## src/rtl/bp_pkg.sv

```systemverilog
// Shared types for the branch-resolution controller: FSM states, queue entry
// layout and the sequential fall-through address helper.
package bp_pkg;

   localparam int unsigned ADDR_W = 32;

   typedef enum logic [1:0] {
      IDLE    = 2'd0,
      TRACK   = 2'd1,
      RECOVER = 2'd2
   } bp_state_e;

   typedef struct packed {
      logic [ADDR_W-1:0] pc;
      logic              taken;
      logic [ADDR_W-1:0] target;
   } bp_entry_t;

   function automatic logic [ADDR_W-1:0] fallthrough_pc(input logic [ADDR_W-1:0] pc);
      return pc + 32'd4;
   endfunction

endpackage

```

## src/rtl/bp_pending_fifo.sv

```systemverilog
// Circular queue of in-flight predicted branches; clear wins over push and pop.
// Callers guarantee no push when full and no pop when empty.
module bp_pending_fifo
   import bp_pkg::*;
#(
   parameter  int unsigned DEPTH = 2,
   localparam int unsigned CNT_W = $clog2(DEPTH + 1),
   localparam int unsigned PTR_W = $clog2(DEPTH)
) (
   input  logic             clk,
   input  logic             rst_n,
   input  logic             push_i,
   input  bp_entry_t        push_entry_i,
   input  logic             pop_i,
   input  logic             clear_i,
   output bp_entry_t        head_o,
   output logic [CNT_W-1:0] count_o
);

   logic [PTR_W-1:0] wr_ptr_q, wr_ptr_d;
   logic [PTR_W-1:0] rd_ptr_q, rd_ptr_d;
   logic [CNT_W-1:0] count_q, count_d;
   bp_entry_t        mem_q [DEPTH];
   bp_entry_t        mem_d [DEPTH];

   always_comb begin
      wr_ptr_d = wr_ptr_q;
      rd_ptr_d = rd_ptr_q;
      count_d  = count_q;
      mem_d    = mem_q;
      if (clear_i) begin
         wr_ptr_d = '0;
         rd_ptr_d = '0;
         count_d  = '0;
      end else begin
         if (push_i) begin
            mem_d[wr_ptr_q] = push_entry_i;
            wr_ptr_d        = wr_ptr_q + PTR_W'(1);
         end
         if (pop_i) begin
            rd_ptr_d = rd_ptr_q + PTR_W'(1);
         end
         case ({push_i, pop_i})
            2'b10:   count_d = count_q + CNT_W'(1);
            2'b01:   count_d = count_q - CNT_W'(1);
            default: count_d = count_q;
         endcase
      end
   end

   always_ff @(posedge clk or negedge rst_n) begin
      if (!rst_n) begin
         wr_ptr_q <= '0;
         rd_ptr_q <= '0;
         count_q  <= '0;
      end else begin
         wr_ptr_q <= wr_ptr_d;
         rd_ptr_q <= rd_ptr_d;
         count_q  <= count_d;
      end
   end

   // Payload storage needs no reset: count gates every read of it.
   always_ff @(posedge clk) begin
      mem_q <= mem_d;
   end

   assign head_o  = mem_q[rd_ptr_q];
   assign count_o = count_q;

endmodule

```

## src/rtl/bp_resolve_ctrl.sv

```systemverilog
// Branch resolution controller: tracks predicted branches until EX resolves them,
// issues predictor updates and a flush/redirect on mispredict, then stalls intake.
module bp_resolve_ctrl
   import bp_pkg::*;
#(
   parameter int unsigned DEPTH          = 2,
   parameter int unsigned RECOVER_CYCLES = 2
) (
   input  logic        clk,
   input  logic        rst_n,
   input  logic        pred_valid_i,
   input  logic        pred_taken_i,
   input  logic [31:0] pred_pc_i,
   input  logic [31:0] pred_target_i,
   output logic        pred_ready_o,
   input  logic        res_valid_i,
   input  logic        res_taken_i,
   input  logic [31:0] res_target_i,
   output logic        flush_o,
   output logic [31:0] redirect_addr_o,
   output logic        upd_valid_o,
   output logic        upd_taken_o,
   output logic        err_o
);

   localparam int unsigned      CNT_W    = $clog2(DEPTH + 1);
   localparam logic [CNT_W-1:0] DEPTH_C  = CNT_W'(DEPTH);
   localparam logic [3:0]       REC_LAST = 4'(RECOVER_CYCLES - 1);

   bp_state_e        state_q, state_d;
   logic [3:0]       rec_cnt_q, rec_cnt_d;
   logic             flush_q, flush_d;
   logic [31:0]      redirect_q, redirect_d;
   logic             upd_valid_q, upd_valid_d;
   logic             upd_taken_q, upd_taken_d;
   logic             err_q, err_d;

   bp_entry_t        head;
   bp_entry_t        push_entry;
   logic [CNT_W-1:0] count;
   logic             push, pop, mispredict;

   assign push_entry = '{pc: pred_pc_i, taken: pred_taken_i, target: pred_target_i};

   bp_pending_fifo #(.DEPTH(DEPTH)) u_fifo (
      .clk          (clk),
      .rst_n        (rst_n),
      .push_i       (push),
      .push_entry_i (push_entry),
      .pop_i        (pop),
      .clear_i      (mispredict),
      .head_o       (head),
      .count_o      (count)
   );

   // Ready looks only at occupancy, so a full queue rejects a push even when
   // the head retires in the same cycle.
   always_comb begin
      pred_ready_o = (state_q != RECOVER) && (count < DEPTH_C);
      pop          = res_valid_i && (count != '0) && (state_q != RECOVER);
      mispredict   = pop && ((head.taken != res_taken_i) ||
                             (head.taken && res_taken_i && (head.target != res_target_i)));
      push         = pred_valid_i && pred_ready_o && !mispredict;
   end

   always_comb begin
      state_d     = state_q;
      rec_cnt_d   = rec_cnt_q;
      flush_d     = mispredict;
      redirect_d  = redirect_q;
      upd_valid_d = pop;
      upd_taken_d = pop && res_taken_i;
      err_d       = res_valid_i && (count == '0) && (state_q != RECOVER);

      if (mispredict) begin
         redirect_d = res_taken_i ? res_target_i : fallthrough_pc(head.pc);
         state_d    = RECOVER;
         rec_cnt_d  = REC_LAST;
      end else begin
         case (state_q)
            IDLE: begin
               if (push) state_d = TRACK;
            end
            TRACK: begin
               if (pop && !push && (count == CNT_W'(1))) state_d = IDLE;
            end
            RECOVER: begin
               if (rec_cnt_q == 4'd0) state_d   = IDLE;
               else                   rec_cnt_d = rec_cnt_q - 4'd1;
            end
            default: state_d = IDLE;
         endcase
      end
   end

   always_ff @(posedge clk or negedge rst_n) begin
      if (!rst_n) begin
         state_q     <= IDLE;
         rec_cnt_q   <= 4'd0;
         flush_q     <= 1'b0;
         redirect_q  <= 32'd0;
         upd_valid_q <= 1'b0;
         upd_taken_q <= 1'b0;
         err_q       <= 1'b0;
      end else begin
         state_q     <= state_d;
         rec_cnt_q   <= rec_cnt_d;
         flush_q     <= flush_d;
         redirect_q  <= redirect_d;
         upd_valid_q <= upd_valid_d;
         upd_taken_q <= upd_taken_d;
         err_q       <= err_d;
      end
   end

   assign flush_o         = flush_q;
   assign redirect_addr_o = redirect_q;
   assign upd_valid_o     = upd_valid_q;
   assign upd_taken_o     = upd_taken_q;
   assign err_o           = err_q;

endmodule

```

## config.mk

```make
export PLATFORM = sky130hd
export DESIGN_NAME = bp_resolve_ctrl
export DESIGN_NICKNAME = d
export VERILOG_FILES = /design/src/rtl/bp_pkg.sv /design/src/rtl/bp_pending_fifo.sv /design/src/rtl/bp_resolve_ctrl.sv
export SDC_FILE = /design/constraint.sdc
export NUM_CORES = 1
export LEC_CHECK = 0
export CAP_MARGIN = 20
export CORE_AREA = 3 3 155 157
export CTS_CLUSTER_DIAMETER = 80
export DETAILED_ROUTE_END_ITERATION = 8
export DIE_AREA = 0 0 158 160
export PLACE_DENSITY = 0.67
export SKIP_CTS_REPAIR_TIMING = 1
export SYNTH_ARGS = -nofsm -noshare
export SYNTH_HDL_FRONTEND = slang
export SYNTH_HIERARCHICAL = 1
export SYNTH_SLANG_ARGS = --single-unit
```

## constraint.sdc

```tcl
create_clock -name clk -period 11.9 [get_ports clk]
set_clock_uncertainty 0.15 [all_clocks]
set_input_delay 2.38 -clock clk [delete_from_list [all_inputs] [get_ports clk]]
set_output_delay 2.38 -clock clk [all_outputs]
set_load 0.02 [all_outputs]
```

== Word-level counts from Yosys, hierarchy flattened ==
Index checks and enable logic that the tools add are counted.

* Add/sub/neg operators: 6
* Magnitude comparators: 4
* Equal/unequal tests: 12
* Mux-type cells: 21
* Bitwise logic cells: 3
* Reduce and logical (&&, ||, !) cells: 28

{| class="wikitable"
|+ Operators by type and width
! operator !! count
|-
| 2-to-1 mux 65 bit || 4
|-
| bitwise mux 130 bit || 1
|-
| demux 65 bit (select 1 bit) || 1
|-
| adder 32 x 3 -> 32 bit, second input constant || 1
|-
| 2-to-1 mux 32 bit || 1
|-
| inequality test 32 bit || 1
|-
| logical AND 1 bit || 14
|-
| 2-to-1 mux 4 bit || 3
|-
| 2-to-1 mux 2 bit || 5
|-
| inequality test 3 bit, second input constant || 3
|-
| nonzero test 2 bit || 4
|-
| == test 2 x 1 -> 1 bit, second input constant || 3
|-
| one-hot mux 2 bit (3 select lines) || 1
|-
| == test 2 bit, second input constant || 2
|-
| greater-or-equal comparator 2 bit, second input constant || 2
|-
| logical NOT 2 bit || 2
|-
| logical NOT 4 bit || 1
|-
| 2-to-1 mux 1 bit || 4
|-
| inequality test 2 bit, second input constant || 2
|-
| inverter 1 -> 2 bit || 2
|-
| one-hot mux 2 bit (2 select lines) || 1
|-
| AND reduction 2 bit || 2
|-
| subtractor 4 x 1 -> 4 bit, second input constant || 1
|-
| AND reduction 3 bit || 1
|-
| 10 further kinds || 12
|}

* Register bits after elaboration: 176
* Input bits: 102
* Output and inout port bits: 37

== Logic depth before layout (Yosys ltp) ==
Gate-level depths: netlist of run 1.

* Depth in word-level cells: 16
* Mapped depth: 13
* Depth with buffers taken out: 10

== Modules after synthesis ==
The synthesis of run 1 kept the hierarchy.

{| class="wikitable"
|+ Modules (own cells, without submodules)
! module !! times used !! cells an instance !! area each (um^2)
|-
| bp_pending_fifo || 1 || 220 || 5053.6
|-
| bp_resolve_ctrl || 1 || 305 || 2870.3
|}

== Worst setup path after synthesis of run 1 ==
Ideal clock, no wire load.

* Path kind: input to register
* Start point: input port res_target_i[15]
* End point: register u_fifo/mem_q[100] (netlist bit), enable pin
* Data arrival time: 8429 ps
* Required time: 11169 ps
* Slack: 2740 ps
* Stages on the path: 8
* Path buffers: 1
* Path through: xor2_1 -> nor4_1 -> nand4_1 -> o211ai_1 -> nand2_1 -> buf_2 -> nor2_1 -> nor3b_1

* Cells in the longest elaborated chain, start to end: 7
* Elaborated cells on any way between the ends: 8

{| class="wikitable"
|+ RTL lines
! element !! RTL line !! source
|-
| start, declared || bp_resolve_ctrl.sv:18 || <nowiki>input logic [31:0] res_target_i,</nowiki>
|-
| inequality test 32 bit || bp_resolve_ctrl.sv:62 || <nowiki>(head.taken && res_taken_i && (head.target != res_target_i)));</nowiki>
|-
| logical AND 1 bit || bp_resolve_ctrl.sv:62 ||
|-
| logical OR 1 bit || bp_resolve_ctrl.sv:61 || <nowiki>mispredict = pop && ((head.taken != res_taken_i) ||</nowiki>
|-
| logical AND 1 bit || bp_resolve_ctrl.sv:61 ||
|-
| named net flush_d || bp_resolve_ctrl.sv:32 || <nowiki>logic flush_q, flush_d;</nowiki>
|-
| logical NOT 1 bit || bp_resolve_ctrl.sv:63 || <nowiki>push = pred_valid_i && pred_ready_o && !mispredict;</nowiki>
|-
| logical AND 1 bit || bp_resolve_ctrl.sv:63 ||
|-
| named net push || bp_resolve_ctrl.sv:41 || <nowiki>logic push, pop, mispredict;</nowiki>
|-
| AND reduction 2 bit (no line) || - ||
|-
| end signal, assigned || bp_pending_fifo.sv:65 || <nowiki>mem_q <= mem_d;</nowiki>
|-
| end, declared || bp_pending_fifo.sv:23 || <nowiki>bp_entry_t mem_q [DEPTH];</nowiki>
|}

The timed path passes the listed nets, and every way through them passes these cells.
A chain may end at the register's enable or synchronous reset.

== Final worst setup path of run 1 ==
* Start point: input port res_target_i[27]
* End point: register u_fifo/mem_q[20] (netlist bit), enable pin

* Cells in the longest elaborated chain, start to end: 7
* Elaborated cells on any way between the ends: 8

{| class="wikitable"
|+ RTL lines
! element !! RTL line
|-
| inequality test 32 bit (*) || bp_resolve_ctrl.sv:62
|-
| logical AND 1 bit (*) || bp_resolve_ctrl.sv:62
|-
| logical OR 1 bit (*) || bp_resolve_ctrl.sv:61
|-
| logical AND 1 bit (*) || bp_resolve_ctrl.sv:61
|-
| logical NOT 1 bit || bp_resolve_ctrl.sv:63
|-
| logical AND 1 bit || bp_resolve_ctrl.sv:63
|-
| AND reduction 2 bit (no line) (*) || -
|}

Mark *: on every way between the ends. The rest lies on a longest branch, timed or not.

==> out/results.tsv, run 1 <==
stage	metric	value	unit
floorplanning	core area	22600	um2
floorplanning	Initial Util	35.0	%
setup_path	delay-heaviest family, CP	buffers and inverters	
synthesis	Yosys reg bits	176	
floorplanning	Rows	55	
setup_path	Crit path largest cell delay	690	ps
sta	Max Clk Rate	181	MHz
clocking	clock root cell	clkbuf_16	
setup_path	cells along the critical path	clkdlybuf4s50_1 > xor2_1 > nor4_1 > nand4_1 > o211ai_1 > nand2_2 > buf_4 > and3b_2 > buf_4	
grt	initial antenna violation count	2	
synthesis	Async S/R FF share, synth	26.1	%
detailed_routing	DR DRC count	0	
pwr	Clock Power Share	22.3	%
synthesis	adder-cell area share of the yosys netlist	0.632	%
sta	Finish-stage setup viols	0	
placed_design	Final HPWL DP	13700	um
grt	largest net degree at the start of global routing	66	
sta	Hold Violations, Final	0	
synthesis	Synth Flop Type	edfxtp_1	
detailed_routing	via count	4636	
clocking	clock-pin transition on the worst setup and hold timing paths	60	ps
pwr	Power per Cell Area	222	nW/um2
synthesis	Mapped Nets	631	
synthesis	main combinational cell family by area after synthesis	multiplexers	
pwr	Sw Share	32.6	%
sta	max-slew violations	0	
pwr	sw power	0.735	mW
placed_design	RD Place Congestion	0.806	
cells_and_area	fin area	10100	um2
pwr	register share of total power	40.4	%
setup_path	CP most frequent cell	buf_4	
grt	vias in the first global route	4934	
clocking	TritonCTS clock tree	built	
pwr	Internal Power	1.52	mW
floorplanning	chip width	158	um
setup_path	Crit path required time	11800	ps
setup_path	Slowest-stage cell, CP	buf_4	
clocking	cts bufs inserted	17	
detailed_routing	WL final	18700	um
clocking	TritonCTS Sinks	176	
synthesis	Synth cell types	37	
synthesis	Post-synth EDFFs	130	
synthesis	mean post-synth cell area	15.1	um2
clocking	Clock Latency Late Sink	430	ps
cells_and_area	area delta synth->final	27.9	%
placed_design	port bufs	138	
cells_and_area	Final nets	777	
grt	first-pass GRT wire length	28300	um
synthesis	sequential area share after synthesis	63.8	%
sta	Worst-Margin Slew	904	ps
floorplanning	Top Ports	139	
synthesis	mux cell area share after synthesis	16.2	%
synthesis	synthesized area	7920	um2
clocking	CTS Buffer Depth	2	
setup_path	Critical Path AT	5430	ps
synthesis	complex-gate fraction of the synthesized area	2.13	%
setup_path	worst path bufs/invs	3	
cells_and_area	most common cell after layout, fill and taps aside	clkdlybuf4s50_1	
detailed_routing	DRT iter0 DRCs	359	
sta	RSZ-0062 raised after global routing	no	
cells_and_area	share of layout cells above drive strength 1	20.9	%
pwr	Gate power share	37.2	%
synthesis	xor/xnor share of the synthesized area	7.41	%
grt	grt total ovfl	0	
sta	Setup TNS	0	ps
sta	min Tclk post-route	5520	ps
floorplanning	Die Area	25300	um2
cells_and_area	commonest non-fill, non-tap cells in the layout	clkdlybuf4s50_1, edfxtp_1, mux2_2	
detailed_routing	drt wl/cell	19.3	um
detailed_routing	Post-DRT Antenna Nets	0	
outcome	outcome	complete, no violations	
setup_path	nature of the critical path startpoint	input pin	
detailed_routing	router iterations before antenna repair	4	
setup_path	CP Max Fanout	65	
setup_path	Crit. End Element	flop	
sta	slew margin rel.	39.7	%
detailed_routing	Via-to-Cell Ratio	4.78	
grt	total global-route track usage	15.1	%
synthesis	Syn Inst Count	525	
sta	crit share post-route	46.4	%
synthesis	Post-Synth Simple-Gate Area	8.01	%
hold_path	worst min path class	flop to flop	
clocking	H-tree depth	4	
placed_design	Cell Area, Placed	9600	um2
cells_and_area	Ant. Diodes	0	
floorplanning	die height	160	um
job	Max Cap Violations	0	
pwr	P_leak	3.67	nW
setup_path	CP Class	input pin to flop	
pwr	worst vdd ir	0.000128	V
synthesis	Yosys warning total	6	
[metrics by stage]
step           instances  hold slack (ps)  setup WS [ps]  total power, mW  utilization, %
5_1_grt              969              310           6100             2.38            44.8
3_5_place_dp         937              275           5820             1.77            42.4
4_1_cts              969              282           6270             2.28            44.8
6_report             969              279           6380             2.26            44.8
3_3_place_gp         937              261           5930             1.75            42.4
2_1_floorplan        525              254           2740             1.48               -
[power by group through the flow]
stage,Clock (mW),Sequential [mW],Combinational (mW)
floorplan,0,0.972,0.506
CTS,0.517,0.914,0.852
global placement,0,0.918,0.827
global route,0.548,0.929,0.901
finish,0.504,0.912,0.839
detailed placement,0,0.925,0.847
[cells by family (layout without fill, tap and decap cells)]
family | count (synthesis) | in the layout
buffers and inverters | 26 | 185
AOI/OAI and AO/OA | 33 | 33
and+or+nand+nor | 118 | 118
DFF | 176 | 176
muxes | 101 | 101
xor gates and xnor gates | 67 | 67
adders and majority gates | 4 | 4
[per-layer routing]
metal / routed length [um] / part of all wire, % / global-route usage (%)
met5: 21 / 0.11 / 0
met1: 8090 / 43 / 19.7
met3: 1040 / 5.6 / 4.69
met4: 267 / 1.4 / 4.07
met2: 9240 / 50 / 24.4
[registers in the layout, indices dropped and copies added, names as in the netlist]
register,count
u_fifo/count_o,2
redirect_addr_o,32
state_q,2
rec_cnt_q,4
u_fifo/rd_ptr_q,1
upd_valid_o,1
u_fifo/mem_q,130
flush_o,1
u_fifo/wr_ptr_q,1
err_o,1
upd_taken_o,1
[worst reg2reg max path, stage by stage (launching register included)]
cell      delay, ps
dfrtp_4         680
buf_4           670
mux2_4          390
xor2_1          180
nor4_1          460
nand4_1         210
o211ai_1        260
nand2_2          80
buf_4           310
and3b_2         300
buf_4           690
[worst paths after layout]
kind	from	end	slack [ps]	cells past startpoint
max in group asynchronous	rst_n	u_fifo/rd_ptr_q$_DFFE_PN0P_	9220	2
worst min-delay path	state_q[1]$_DFFE_PN0P_	state_q[0]$_DFFE_PN0P_	280	1
min in group asynchronous	rst_n	redirect_addr_o[25]$_DFFE_PN0N_	1890	2
worst max-delay path	res_target_i[27]	u_fifo/mem_q[20]$_DFFE_PP_	6380	9
worst min register to register	state_q[1]$_DFFE_PN0P_	state_q[0]$_DFFE_PN0P_	280	1
worst max register to register	u_fifo/rd_ptr_q$_DFFE_PN0P_	u_fifo/mem_q[20]$_DFFE_PP_	7110	10
[final cells by class]
class,count,area (um2)
fill,1986,12500
sequential,176,5060
clock buffer,21,450
clock inverter,11,83.8
inverter,8,30.0
multi-input combinational,323,2740
tap,285,357
timing repair buffer,145,1420
[synthesized netlist by cell type (2+ instances only)]
| library cell | count | area (um2) |
|---|---|---|
| nand4_1 | 11 | 68.8 |
| nor2_1 | 20 | 75.1 |
| nor4_4 | 2 | 42.5 |
| xnor2_1 | 13 | 114 |
| nand2b_1 | 2 | 12.5 |
| clkbuf_1 | 7 | 26.3 |
| nor4_1 | 11 | 68.8 |
| xor2_1 | 54 | 473 |
| buf_2 | 6 | 30.0 |
| a21oi_1 | 2 | 10.0 |
| o21ai_0 | 24 | 120 |
| nor3_1 | 3 | 15.0 |
| buf_6 | 5 | 56.3 |
| nand2_1 | 42 | 158 |
| nand3_1 | 13 | 65.1 |
| inv_1 | 8 | 30.0 |
| o21ai_1 | 5 | 25.0 |
| nor3b_1 | 3 | 22.5 |
| and3b_1 | 2 | 17.5 |
| dfrtp_1 | 46 | 1150 |
| ha_1 | 4 | 50.1 |
| mux2_1 | 4 | 45.0 |
| mux2_2 | 56 | 631 |
| mux2_4 | 40 | 601 |
| edfxtp_1 | 130 | 3900 |
(Power assumes the default switching activity.)
==> inputs of run 2 (changes only) <==
- PLACE_DENSITY: 0.67 -> 0.69
- clock period: 11.9 -> 4.5 ns (I/O delays scaled with it)
==> run 2 against run 1 <==
Against the previous run:
- register-to-register slack worse by 6600 ps
- critical path depth rose by 1
- sequential share of layout area decreased by 0.91 points
- clock-buffer cell count is 2 lower
- cell area grew 1.9%
- hold slack better by 20 ps
- first-iteration DRC count is 0.84% higher
- critical path type is now flop to flop
- largest power group unchanged
==> out/results.tsv, run 2 (synthesized netlist as in run 1, its figures left out) <==
stage	metric	value	unit	change
cells_and_area	area delta synth->final	30.3	%	
cells_and_area	share of layout cells above drive strength 1	22.4	%	+1.5 points
setup_path	Crit. End Element	flop		
sta	Finish-stage setup viols	0		unchanged
clocking	CTS Buffer Depth	2		unchanged
setup_path	nature of the critical path startpoint	flop		
clocking	clock root cell	clkbuf_16		
hold_path	sink of the worst hold path	state_q[0]$_DFFE_PN0P_		
setup_path	Crit path required time	4490	ps	-7310 ps
clocking	H-tree depth	4		unchanged
cells_and_area	most common cell after layout, fill and taps aside	clkdlybuf4s50_1		
sta	crit share post-route	89.0	%	
cells_and_area	Top reg by flops	u_fifo/mem_q		
sta	slew margin rel.	48.8	%	+9.0 points
hold_path	hold_sp	state_q[1]$_DFFE_PN0P_		
floorplanning	die height	160	um	unchanged
placed_design	DP Cell Count	945		+0.85%
grt	total global-route track usage	15.7	%	+0.65 points
floorplanning	Rows	55		unchanged
floorplanning	Die Area	25300	um2	unchanged
cells_and_area	commonest non-fill, non-tap cells in the layout	clkdlybuf4s50_1, edfxtp_1, mux2_2		
clocking	TritonCTS Sinks	176		unchanged
cells_and_area	Final nets	785		+1.0%
cells_and_area	fillcell total	1988		+0.10%
setup_path	R2R depth	10		unchanged
job	Max Cap Violations	0		unchanged
setup_path	Crit path largest cell delay	780	ps	+90 ps
detailed_routing	router iterations before antenna repair	7		+3
detailed_routing	Post-DRT Antenna Nets	0		unchanged
setup_path	CP Class	flop to flop		
clocking	cts bufs inserted	17		unchanged
pwr	total power	6.18	mW	+170%
setup_path	Slowest-stage cell, CP	dfrtp_4		
setup_path	R2R Setup Slk	500	ps	-6610 ps
outcome	outcome	complete, no violations		
cells_and_area	Largest register FFs	130		unchanged
cells_and_area	Layout Cells excl Fill	979		+1.0%
placed_design	port bufs	138		unchanged
grt	initial antenna violation count	2		unchanged
detailed_routing	Via-to-Cell Ratio	4.83		+0.92%
detailed_routing	DRT iter0 DRCs	362		+0.84%
sta	Worst-Margin Slew	769	ps	-135 ps
grt	vias in the first global route	4898		-0.73%
pwr	worst vdd ir	0.000298	V	+130%
setup_path	CP Max Fanout	30		-54%
grt	largest net degree at the start of global routing	62		-6.1%
floorplanning	chip width	158	um	unchanged
floorplanning	Initial Util	35.0	%	unchanged
detailed_routing	DR DRC count	0		unchanged
grt	first-pass GRT wire length	29200	um	+3.3%
placed_design	Final HPWL DP	14100	um	+3.1%
clocking	Clock Latency Late Sink	430	ps	about the same
sta	WHS	299	ps	+19.8 ps
pwr	P_leak	3.75	nW	+2.1%
pwr	Power per Cell Area	598	nW/um2	+170%
detailed_routing	WL final	19300	um	+3.4%
sta	min Tclk post-route	4000	ps	
sta	RSZ-0062 raised after global routing	no		
sta	Hold Violations, Final	0		unchanged
placed_design	Cell Area, Placed	9740	um2	+1.4%
placed_design	RD Place Congestion	0.777		-3.5%
setup_path	r2r endpoint	u_fifo/mem_q[61]$_DFFE_PP_		
detailed_routing	drt wl/cell	19.7	um	+2.3%
floorplanning	core area	22600	um2	unchanged
setup_path	Critical Path AT	3990	ps	-1440 ps
placed_design	Place WS	495	ps	-5330 ps
sta	Max Clk Rate	250	MHz	
clocking	clock-pin transition on the worst setup and hold timing paths	60	ps	about the same
setup_path	cells along the critical path	buf_4 > mux2_4 > xor2_1 > nor4_1 > nand4_1 > o211ai_1 > nand2_2 > nor2_4 > and3b_2 > buf_12		
hold_path	Min-Delay Path Depth	1		unchanged
sta	Setup TNS	0	ps	unchanged
floorplanning	Top Ports	139		unchanged
cells_and_area	Util after Layout	45.6	%	+0.83 points
clocking	TritonCTS clock tree	built		
cells_and_area	fin area	10300	um2	+1.9%
detailed_routing	via count	4727		+2.0%
setup_path	Reg2Reg Launch Point	u_fifo/rd_ptr_q$_DFFE_PN0P_		
hold_path	worst min path class	flop to flop		
sta	final setup margin	497	ps	-5880 ps
grt	grt total ovfl	0		unchanged
sta	max-slew violations	0		unchanged
run 2: cell count changes in the layout (fill, tap and decap cells not counted), sizes merged:
cell / before / now
inv: 11 / 9
buf: 9 / 17
clkbuf: 21 / 19
clkinvlp: 3 / 5
diode: 0 / 2
bufinv: 0 / 2
run 2: metal layers:
layer / vias to the layer above / wire length, um / global-route usage [%]
met2: 151 / 9520 / 25.2
met5: - / 0 / 0
met3: 17 / 1260 / 4.36
met1: 2309 / 8280 / 21.0
met4: 0 / 246 / 4.50
li1: 2250 / - / -
run 2: area by class of cell:
class	instances	area, um2	share of cell area (%)
antenna	2	5.00	0.0485
clock buffer	19	443	4.29
clock inverter	13	139	1.34
inverter	8	30.0	0.291
multi-input combinational	323	2750	26.6
sequential	176	5060	49.0
tap	285	357	3.45
timing repair buffer	153	1550	15.0
run 2: where the power goes:
| part | internal, mW | switching (mW) | total, mW |
|---|---|---|---|
| combinational | 1.16 | 1.14 | 2.30 |
| sequential | 2.19 | 0.227 | 2.42 |
| clock | 0.831 | 0.629 | 1.46 |
run 2: worst max-delay path by stage:
stage / startpoint / to / slack (ps)
after global placement: u_fifo/rd_ptr_q$_DFFE_PN0P_ / u_fifo/mem_q[52]$_DFFE_PP_ / 530
after floorplan: u_fifo/rd_ptr_q$_DFFE_PN0P_ / u_fifo/mem_q[100]$_DFFE_PP_ / 60
final: u_fifo/rd_ptr_q$_DFFE_PN0P_ / u_fifo/mem_q[61]$_DFFE_PP_ / 500
after global routing: u_fifo/rd_ptr_q$_DFFE_PN0P_ / u_fifo/mem_q[42]$_DFFE_PP_ / 290
after CTS: u_fifo/rd_ptr_q$_DFFE_PN0P_ / u_fifo/mem_q[2]$_DFFE_PP_ / 470
after detailed placement: u_fifo/rd_ptr_q$_DFFE_PN0P_ / u_fifo/mem_q[19]$_DFFE_PP_ / 490
run 2: worst max-delay path: cells and delay by family (launching register included):
kind	cells	cell delay, ps
xor gates and xnor gates	1	190
and+or+nand+nor	5	1390
AOI/OAI and AO/OA	1	230
muxes	1	330
buffers and inverters	2	610
DFF	1	780
